File: src/rtl/alu_mul_seq.sv
// Shift-add 16x16 unsigned multiplier that borrows the shared ALU one bit per pass.
// Optional macro ALU_MUL_SEQ_SKIP_EN skips the add pass for zero multiplier bits.
module alu_mul_seq #(
    parameter int WIDTH = 16,
    parameter int CNT_W = 4
) (
    input  logic               clk,
    input  logic               rst_n,
    input  logic               req_valid,
    output logic               req_ready,
    input  logic [WIDTH-1:0]   req_a,
    input  logic [WIDTH-1:0]   req_b,
    output logic               rsp_valid,
    input  logic               rsp_ready,
    output logic [2*WIDTH-1:0] rsp_prod,
    output logic               busy,
    output logic               alu_req,
    input  logic               alu_gnt,
    output logic [2:0]         alu_op,
    output logic [3:0]         alu_func,
    output logic [WIDTH-1:0]   alu_s1,
    output logic [WIDTH-1:0]   alu_s2,
    input  logic [WIDTH-1:0]   alu_result,
    input  logic [3:0]         alu_flags
);

    typedef enum logic [2:0] {
        S_IDLE,
        S_WAIT_GNT,
        S_ADD,
        S_SHRH,
        S_SHRL,
        S_DONE,
        S_SHRH0
    } state_t;

    localparam logic [3:0]       FUNC_ADD  = 4'b0001;
    localparam logic [3:0]       FUNC_SHRC = 4'b1110;
    localparam logic [3:0]       FUNC_SHR  = 4'b1010;
    localparam logic [CNT_W-1:0] CNT_LAST  = CNT_W'(WIDTH - 1);

`ifdef ALU_MUL_SEQ_SKIP_EN
    localparam bit SKIP_EN = 1'b1;
`else
    localparam bit SKIP_EN = 1'b0;
`endif

    state_t             state;
    state_t             state_n;
    logic [WIDTH-1:0]   mcand;
    logic [WIDTH-1:0]   acc_hi;
    logic [WIDTH-1:0]   acc_lo;
    logic [CNT_W-1:0]   cnt;
    logic               first_add;
    logic               next_add;

    // The carry chain lives in the ALU flags register; the block never reads it.
    logic unused_flags;
    assign unused_flags = ^alu_flags;

    assign alu_op = 3'b000;

    // With skipping, a bit pass starts with ADD only when the multiplier bit is 1;
    // after SHRL the next bit to examine is the current acc_lo[1].
    assign first_add = !SKIP_EN || acc_lo[0];
    assign next_add  = !SKIP_EN || acc_lo[1];

    // NOTE: state and datapath registers use non-blocking assignments so every
    // flop samples the pre-edge values, matching the ALU's own registered flags.
    always_ff @(posedge clk or negedge rst_n) begin
        if (!rst_n) begin
            state <= S_IDLE;
        end else begin
            state <= state_n;
        end
    end

    // NOTE: every register here is reset, so an abort leaves no stale partial product.
    always_ff @(posedge clk or negedge rst_n) begin
        if (!rst_n) begin
            mcand  <= '0;
            acc_hi <= '0;
            acc_lo <= '0;
            cnt    <= '0;
        end else begin
            case (state)
                S_IDLE: begin
                    if (req_valid) begin
                        mcand  <= req_a;
                        acc_lo <= req_b;
                        acc_hi <= '0;
                        cnt    <= '0;
                    end
                end
                S_ADD, S_SHRH, S_SHRH0: begin
                    acc_hi <= alu_result;
                end
                S_SHRL: begin
                    acc_lo <= alu_result;
                    cnt    <= cnt + 1'b1;
                end
                default: begin
                end
            endcase
        end
    end

    // NOTE: every output and next-state signal gets a default before the case,
    // so no path through this block can infer a latch.
    always_comb begin
        state_n   = state;
        req_ready = 1'b0;
        rsp_valid = 1'b0;
        rsp_prod  = '0;
        busy      = 1'b1;
        alu_req   = 1'b0;
        alu_func  = 4'b0000;
        alu_s1    = '0;
        alu_s2    = '0;

        case (state)
            S_IDLE: begin
                req_ready = 1'b1;
                busy      = 1'b0;
                if (req_valid) begin
                    state_n = S_WAIT_GNT;
                end
            end
            S_WAIT_GNT: begin
                alu_req = 1'b1;
                if (alu_gnt) begin
                    state_n = first_add ? S_ADD : S_SHRH0;
                end
            end
            S_ADD: begin
                alu_req  = 1'b1;
                alu_func = FUNC_ADD;
                alu_s1   = acc_hi;
                alu_s2   = acc_lo[0] ? mcand : '0;
                state_n  = S_SHRH;
            end
            S_SHRH: begin
                alu_req  = 1'b1;
                alu_func = FUNC_SHRC;
                alu_s2   = acc_hi;
                state_n  = S_SHRL;
            end
            S_SHRH0: begin
                alu_req  = 1'b1;
                alu_func = FUNC_SHR;
                alu_s2   = acc_hi;
                state_n  = S_SHRL;
            end
            S_SHRL: begin
                alu_req  = 1'b1;
                alu_func = FUNC_SHRC;
                alu_s2   = acc_lo;
                if (cnt == CNT_LAST) begin
                    state_n = S_DONE;
                end else begin
                    state_n = next_add ? S_ADD : S_SHRH0;
                end
            end
            S_DONE: begin
                rsp_valid = 1'b1;
                rsp_prod  = {acc_hi, acc_lo};
                if (rsp_ready) begin
                    state_n = S_IDLE;
                end
            end
            default: begin
                state_n = S_IDLE;
            end
        endcase
    end

endmodule
File: config.mk
export PLATFORM = sky130hd
export DESIGN_NAME = alu_mul_seq
export DESIGN_NICKNAME = d
export VERILOG_FILES = /design/src/rtl/alu_mul_seq.sv
export SDC_FILE = /design/constraint.sdc
export NUM_CORES = 1
export LEC_CHECK = 0
export ABC_AREA = 1
export BUFFER_PORTS_ARGS = -buffer_cell sky130_fd_sc_hd__buf_4
export CAP_MARGIN = 20
export CORE_AREA = 3 3 116 118
export DETAILED_ROUTE_END_ITERATION = 10
export DIE_AREA = 0 0 119 121
export HOLD_SLACK_MARGIN = 0.06
export SETUP_SLACK_MARGIN = 0.3
export SLEW_MARGIN = 20
export SYNTH_ARGS = -nofsm -noshare
export SYNTH_HDL_FRONTEND = slang
export SYNTH_SLANG_ARGS = --single-unit
File: constraint.sdc
create_clock -name clk -period 1.54 [get_ports clk]
set_input_delay 0.154 -clock clk [delete_from_list [all_inputs] [get_ports clk]]
set_output_delay 0.154 -clock clk [all_outputs]
set_load 0.01 [all_outputs]
Word-level counts from Yosys, hierarchy flattened:

Index checks and enable logic that the tools add are counted.

* flip-flop bits (word level): 55
* input port bits: 57
* logic and storage cells: 47

* $add $sub $neg: 1
* eq/ne operators: 10
* muxes and demuxes: 20
* reduce and logical (&&, ||, !) cells: 11

Operators with widths (count)
* $mux 16: 4
* $pmux 16 s2: 2
* $pmux 16 s3: 1
* $mux 32: 1
* $pmux 3 s6: 1
* $mux 3: 4
* $pmux 4 s3: 1
* $eq 3x3->1 const B: 3
* $pmux 4 s2: 1
* $eq 3x2->1 const B: 2
* $ne 2x2->1 const B: 3
* $reduce_and 2->1: 3
* $reduce_or 5->1: 1
* $add 4x1->4 const B: 1
* $eq 4x4->1 const B: 1
* $mux 1: 4
* $mux 4: 1
* $reduce_bool 2->1: 2
* $reduce_or 2->1: 2
* $eq 3x1->1 const B: 1
* $logic_not 3->1: 1
* $reduce_and 3->1: 1
* $reduce_or 3->1: 1

Longest topological paths before layout:

Gate-level depths: netlist of run 1.

* depth after elaboration: 4
* depth in mapped cells: 8
* mapped depth without buffers: 7

Worst setup path before layout of run 1:

Ideal clock, no wire load.

* path type: flip-flop to output port
* from: register state[1]
* to: output port alu_func[3]
* data arrival time: 1165 ps
* slack: 221 ps
* stages on the path, launching flop included: 7
* buffers on the path: 3
* cells stage by stage: dfrtp_1 buf_6 nor2_8 nand2_4 buf_2 nand2_1 buf_4

* longest elaborated chain between the ends: 3
* elaborated cells on any way between the ends: 6
* classes of those cells: eq/ne: 4; mux: 1; reduce/logical: 1

Ends and longest elaborated chain
* from (decl): RTL line 48 `state_t state;`
* from (signal assigned): RTL line 74 `state <= state_n;`
* $eq 3x3->1 / $eq 3x2->1 (equally long branches): RTL line 121 `case (state)`
* $reduce_or 2->1 (no line)
* $pmux 4 s3 *: RTL line 121
* to (decl): RTL line 20 `output logic [3:0] alu_func,`

Mark *: on every way between the ends. The rest lies on a longest branch, timed or not.

Worst setup path after layout of run 1:

* from: register state[0]
* to: output port rsp_prod[6]

* longest elaborated chain between the ends: 2

Ends and longest elaborated chain
* $eq 3x3->1: RTL line 121
* $mux 32: RTL line 121
* to (decl): RTL line 15 `output logic [2*WIDTH-1:0] rsp_prod,`

Every way passes these cells.

==> reports/results.ini, run 1 <==
[synth]
ys.warnings.count = 0
synth_top_area_frac = 0.424
synth_largest_area_cell = dfrtp_1
synth-xor-area-share = 0
synth_top_family_by_area = simple AND/OR/NAND/NOR gates
syn-mean-instance-area_um2 = 7.23
synthSimpleGateAreaFrac = 0.285
synth_compound_area_frac = 0.121
synthAdderAreaFrac = 0.00386
ys_ff_latch = 55
synth_area_leaders = dfrtp_1, inv_1, nand2_1
yosys.cell_types.count = 26
synth.area.mux_share = 0
syn_inst = 449
synth.yosys.seq_area_share = 0.424
syn_area_um2 = 3250

[worst_setup_path]
critical_path.endpoint = rsp_prod[6]
r2r_cells = 8
end_kind = output pin
crit_fanout = 8
slowest_delay_ns = 0.41
worst-path-stages = 7
crit_required_ns = 1.39
crit_arrival_ns = 1.66
worst-setup-path-type = flip-flop to output pin
reg2reg_to = acc_hi[3]
cp_slowest_cell = dfrtp_2
rrSetupSlack_ns = -0.09
startpoint_type = flip-flop
critical_path.cell_chain = buf_12 > buf_4 > buf_6 > nand3_4 > clkbuf_16 > nor2_2 > buf_4
crit_start = state[0]
crit_top_cell = buf_4
cpLargestDelayFamily = buffers and inverters
timing.rr.start = state[0]
cp.buffers_inverters = 5

[floorplan]
die_w_um = 119
fp.coreArea_um2 = 12600
row_count = 41
die_height_um = 121
boundaryPins = 132
start_util = 0.258
die-area_um2 = 14400

[detailed_routing]
drtIter0Drc = 189
via_count = 3583
drtAntennaViolNets = 0
vias_per_cell = 4.53
drt-total-wl_um = 12600
drt_pre_antenna_iters = 5
wl_per_cell_um = 16.0
route.detailed.drc = 0

[grt]
grt_overflow = 0
grt_pass1_vias = 3523
grt_pass1_wl_um = 18500
antenna_found_initial = 0
grtUsageTotal = 0.160
grt_max_degree = 56

[place]
dp_hpwl_um = 8100
dp.cells = 745
gp_congestion = 0.860
io_buffers = 124

[outcome]
outcome = finished, violations left
violations = negative setup slack

[cells_and_area]
final_nets = 676
final_cells = 791
area_growth_pct = 77.4
drive_above_1_share = 0.515
num_antenna_cells = 0

[clocking]
cts_buffers = 5
htree_levels = 2
root_buffer = clkbuf_16
clk_pin_slew_worst_paths_ns = 0.08
cts.sinks = 55
clkLatencyLatePin_ns = 0.29
cts_tree = built
clock_path_buffers = 2

[power_and_ir_drop]
ir_worst_vdd_uv = 730
p_per_area_nw_per_um2 = 1940
p_leak_nw = 2.98

[sta]
rsz0062_at_grt = yes
finalHoldViolCount = 0
maxSlewHeadroom = 0.510
whs_ns = 0.111
period_needed_ns = 1.82
layout_setup_ws_ns = -0.278
tightest_slew_ns = 0.735
report.final.slew_viol_count = 0
setup_viol_count_final = 123
finClkSkew_ns = 0.00995
max_freq_ghz = 0.550
finalCritPeriodShare = 1.18

[min_path]
holdCritPathClass = primary input to flip-flop
whs_path_depth = 3

[flow_run]
drv_cap = 0

[final cells by class]
type                            count  area (um2)
Sequential cell                    55        1380
Tap cell                          172         215
Multi-Input combinational cell    280        1880
Inverter                           89         367
Fill cell                        1204        6810
Clock inverter                      3        15.0
Timing Repair Buffer              186        1770
Timing Repair inverter              1        11.3
Clock buffer                        5         125
[worst min-delay path by stage]
stage | startpoint | to | slack [ns]
after global routing | req_a[4] | mcand[4] | 0.11
after global placement | rst_n | mcand[3] | 0.25
after floorplan | rst_n | acc_hi[0] | -0.14
after CTS | req_a[13] | mcand[13] | 0.11
after detailed placement | rst_n | acc_hi[4] | 0.25
final | req_a[4] | mcand[4] | 0.11
[layout by cell type, fill, tap and decap left out, types with 2 or more instances in the layout]
| master | Yosys | final |
|---|---|---|
| clkinv_8 | 0 | 2 |
| conb_1 | 1 | 3 |
| clkbuf_16 | 0 | 9 |
| o21ai_1 | 18 | 16 |
| o21ai_2 | 1 | 24 |
| nor2_2 | 0 | 14 |
| buf_6 | 7 | 28 |
| nand3_1 | 31 | 26 |
| nand2_1 | 86 | 44 |
| nor2_8 | 2 | 2 |
| buf_16 | 0 | 2 |
| o211ai_1 | 16 | 16 |
| o22ai_2 | 0 | 6 |
| clkinv_2 | 0 | 3 |
| buf_12 | 0 | 11 |
| nor2_4 | 1 | 4 |
| nor2_1 | 67 | 50 |
| nand2_4 | 3 | 24 |
| nand2_2 | 2 | 20 |
| nand4_1 | 11 | 11 |
| dfrtp_1 | 55 | 52 |
| dfrtp_2 | 0 | 3 |
| o21ai_0 | 26 | 5 |
| nand3_2 | 1 | 5 |
| nand2_8 | 0 | 6 |
| nand3_4 | 1 | 2 |
| inv_1 | 86 | 75 |
| buf_4 | 5 | 138 |
| buf_8 | 0 | 2 |
| inv_2 | 2 | 10 |
[worst min-delay path: cells and delay by family]
family	cells	cell delay [ns]
buffers and inverters	2	0.15
AOI/OAI and AO/OA	1	0.06
[through the flow]
step / util / setup WS [ns] / instance area [um2] / power, mW / TNS [ns]
after floorplan: - / 0.233 / 3270 / 5.25 / 0
after global placement: 0.353 / -0.183 / 4440 / 6.97 / -2.79
after detailed placement: 0.353 / -0.206 / 4440 / 7.06 / -5.25
after CTS: 0.408 / -0.213 / 5130 / 9.61 / -10.0
after global routing: 0.458 / -0.311 / 5760 / 11.9 / -22.65
final: 0.458 / -0.278 / 5760 / 11.2 / -17.07
[power breakdown]
group | internal [mW] | total [mW] | switching, mW
sequential | 2.10 | 2.60 | 0.496
combinational | 3.51 | 7.48 | 3.97
clock | 0.596 | 1.11 | 0.519
[cell families after synthesis]
family,count (synthesis)
AO/OA/AOI/OAI,68
adder cells (fa/ha/maj),1
buffers and inverters,119
AND/OR/NAND/NOR,205
other,1
flip-flops,55
[registers in the layout (all words and copies together) (netlist names)]
register and cells:
mcand 16, acc_hi 16, cnt 4, acc_lo 16, state 3
[per-layer routing]
metal  GRT usage  share of wire  vias up
li1            -              -     1734
met1       0.210           0.42     1733
met2       0.264           0.51       98
met3      0.0340          0.050       18
met4      0.0471          0.016        0
met5           0              0        -
[cell usage after synthesis]
| library cell | number |
|---|---|
| inv_4 | 1 |
| nand3_2 | 1 |
| nor2_1 | 67 |
| o21ai_1 | 18 |
| inv_1 | 86 |
| dfrtp_1 | 55 |
| nor2_8 | 2 |
| nand2_1 | 86 |
| nand3_1 | 31 |
| inv_2 | 2 |
| o21ai_2 | 1 |
| nand3_4 | 1 |
| buf_2 | 12 |
| nand2_2 | 2 |
| nor2_4 | 1 |
| nand4_1 | 11 |
| clkbuf_1 | 5 |
| o21ai_0 | 26 |
| o22ai_1 | 7 |
| buf_6 | 7 |
| ha_1 | 1 |
| conb_1 | 1 |
| nand2_4 | 3 |
| o211ai_1 | 16 |
| buf_4 | 5 |
| clkbuf_2 | 1 |
[what timing repair did]
item / CTS / global route
buffers inserted: 19 / 8
resized for setup: 92 / 125
endpoints found under the setup margin: 127 / 127
hold buffers: 1 / 0
gates cloned: 5 / 5
pin swaps: 6 / 29
hold endpoints to repair: 55 / 0
Power figures use the tool's default switching activity.
==> inputs of run 2 (changes only) <==
--- a/config.mk
+++ b/config.mk
@@ -6,12 +6,13 @@
 export NUM_CORES = 1
 export LEC_CHECK = 0
 export ABC_AREA = 1
-export BUFFER_PORTS_ARGS = -buffer_cell sky130_fd_sc_hd__buf_4
 export CAP_MARGIN = 20
 export CORE_AREA = 3 3 116 118
 export DETAILED_ROUTE_END_ITERATION = 10
 export DIE_AREA = 0 0 119 121
+export DONT_BUFFER_PORTS = 1
 export HOLD_SLACK_MARGIN = 0.06
+export REMOVE_ABC_BUFFERS = 1
 export SETUP_SLACK_MARGIN = 0.3
 export SLEW_MARGIN = 20
 export SYNTH_ARGS = -nofsm -noshare
==> run 2 against run 1 <==
The flow finishes with violations (negative hold slack, negative setup slack). Clock power about the same. Critical path type unchanged. Flip-flop and latch count stayed put. Largest power group unchanged. Clock skew decreased by 0.0076 ns. Maximum frequency grew 5.2%. Via count fell by 5.6%.
==> reports/results.ini, run 2 (synthesis results as in run 1) <==
[cells_and_area]
final_common_cell = inv_1  ; was buf_4
design_area_um2 = 5110  ; was 5760 um2
reg.largest.list = acc_hi: 16 flops, acc_lo: 16 flops, mcand: 16 flops  ; unchanged
final_nets = 622  ; was 676
utilization = 0.407  ; was 0.458
final_cells = 736  ; was 791
drive_above_1_share = 0.319  ; was 0.515
layout_common_cells = inv_1, nand2_1, buf_4  ; was buf_4, inv_1, dfrtp_1
area_growth_pct = 57.5  ; was 77.4%
num_antenna_cells = 0  ; unchanged

[place]
gp_congestion = 0.831  ; was 0.860
dp.cells = 658  ; was 745
io_buffers = 0  ; was 124
post-place-ws_ns = 0.0549  ; was -0.206 ns
placed_area_um2 = 3790  ; was 4440 um2
dp_hpwl_um = 7640  ; was 8100 um

[detailed_routing]
via_count = 3382  ; was 3583
route.detailed.drc = 0  ; unchanged
vias_per_cell = 4.60  ; was 4.53
drtIter0Drc = 260  ; was 189
drtAntennaViolNets = 0  ; unchanged
wl_per_cell_um = 16.2  ; was 16.0 um
drt_pre_antenna_iters = 5  ; unchanged
drt-total-wl_um = 12000  ; was 12600 um

[floorplan]
fp.coreArea_um2 = 12600  ; unchanged
die-area_um2 = 14400  ; unchanged
row_count = 41  ; unchanged
start_util = 0.258  ; unchanged
die_height_um = 121  ; unchanged
die_w_um = 119  ; unchanged
boundaryPins = 132  ; unchanged

[sta]
layout_setup_ws_ns = -0.189  ; was -0.278 ns
period_needed_ns = 1.73  ; was 1.82 ns
max_freq_ghz = 0.578  ; was 0.550 GHz
setup_viol_count_final = 101  ; was 123
finClkSkew_ns = 0.00233  ; was 0.00995 ns
tns_ns = -9.37  ; was -17.07 ns
finalHoldViolCount = 55  ; was 0
whs_ns = -0.448  ; was 0.111 ns
rsz0062_at_grt = yes  ; unchanged
finalCritPeriodShare = 1.12  ; was 1.18
report.final.slew_viol_count = 0  ; unchanged

[worst_setup_path]
worst-setup-path-type = flip-flop to output pin  ; unchanged
critical_path.cell_chain = buf_12 > nor2_8 > nand2_8 > buf_12 > o211ai_1 > buf_4  ; was buf_12 > buf_4 > buf_6 > nand3_4 > clkbuf_16 > nor2_2 > buf_4
r2r_cells = 10  ; was 8
slowest_delay_ns = 0.41  ; about the same
crit_fanout = 16  ; was 8
crit_top_cell = buf_12  ; was buf_4
startpoint_type = flip-flop  ; unchanged
end_kind = output pin  ; unchanged
crit_arrival_ns = 1.58  ; was 1.66 ns
crit_required_ns = 1.39  ; about the same
cp_slowest_cell = dfrtp_1  ; was dfrtp_2

[clocking]
clkLatencyLatePin_ns = 0.29  ; about the same
postCtsHoldBufs = 33  ; was 1
cts.sinks = 55  ; unchanged
clk_pin_slew_worst_paths_ns = 0.07  ; was 0.08 ns
root_buffer = clkbuf_16  ; unchanged
htree_levels = 2  ; unchanged
cts_buffers = 5  ; unchanged
cts_tree = built  ; unchanged
clock_path_buffers = 2  ; unchanged

[grt]
grt_max_degree = 56  ; unchanged
grt_pass1_wl_um = 18100  ; was 18500 um
grtUsageTotal = 0.162  ; was 0.160
grt_pass1_vias = 3344  ; was 3523
antenna_found_initial = 0  ; unchanged
grt_overflow = 0  ; unchanged

[power_and_ir_drop]
ir_worst_vdd_uv = 669  ; was 730 uV
p_leak_nw = 2.53  ; was 2.98 nW
p_per_area_nw_per_um2 = 1910  ; was 1940 nW/um2
finalPower_mw = 9.77  ; was 11.2 mW

[outcome]
violations = negative hold slack, negative setup slack  ; was negative setup slack
outcome = finished, violations left  ; unchanged

[min_path]
holdCritPathClass = primary input to asynchronous set/reset pin  ; was primary input to flip-flop

[flow_run]
drv_cap = 0  ; unchanged

[run 2: report_power, final]
group	total [mW]	switching (mW)	leakage, nW	internal [mW]
clock network	1.14	0.505	0.0727	0.637
logic	6.20	3.55	1.78	2.66
registers	2.42	0.327	0.680	2.10
total	9.77	4.38	2.53	5.39
[run 2: layer usage]
metal | vias to the layer above | track usage | wire length, um
li1 | 1626 | - | -
met1 | 1614 | 0.201 | 4950
met2 | 129 | 0.277 | 5970
met3 | 13 | 0.0494 | 890
met4 | 0 | 0.0355 | 143
met5 | - | 0 | 0
[run 2: critical path, delay by kind of cell, from the launching register on]
kind                   cells  cell delay, ns
AOI/OAI and AO/OA          1            0.20
buffers and inverters      3            0.47
DFF                        1            0.41
and+or+nand+nor            2            0.19
[run 2: timing repair]
action                                  in CTS  in global routing
pin swaps                                   10                 22
gates resized for setup                    106                 49
cloned                                       7                  1
setup buffers                               22                  8
hold endpoints to repair                    98                 55
endpoints found under the setup margin     127                127
[run 2: cell type report]
| type | count | area (um2) |
|---|---|---|
| fillers | 1238 | 7460 |
| multi-input cells | 277 | 1610 |
| flip-flops and latches | 55 | 1380 |
| repair inverters | 2 | 17.5 |
| clock buffers | 6 | 139 |
| repair buffers | 134 | 1380 |
| inverters | 89 | 364 |
| clock inverters | 1 | 5.00 |
| well taps | 172 | 215 |
[run 2: path summary, 6_finish.rpt]
kind	start	endpoint	slack, ns
max	state[1]	alu_s2[15]	-0.19
min	rst_n	mcand[0]	-0.45
max reg2reg	state[1]	mcand[15]	-0.13
min reg2reg	acc_lo[1]	acc_lo[1]	0.49
max in group asynchronous	rst_n	acc_lo[6]	1.89
min in group clk	req_b[2]	acc_lo[2]	0.09
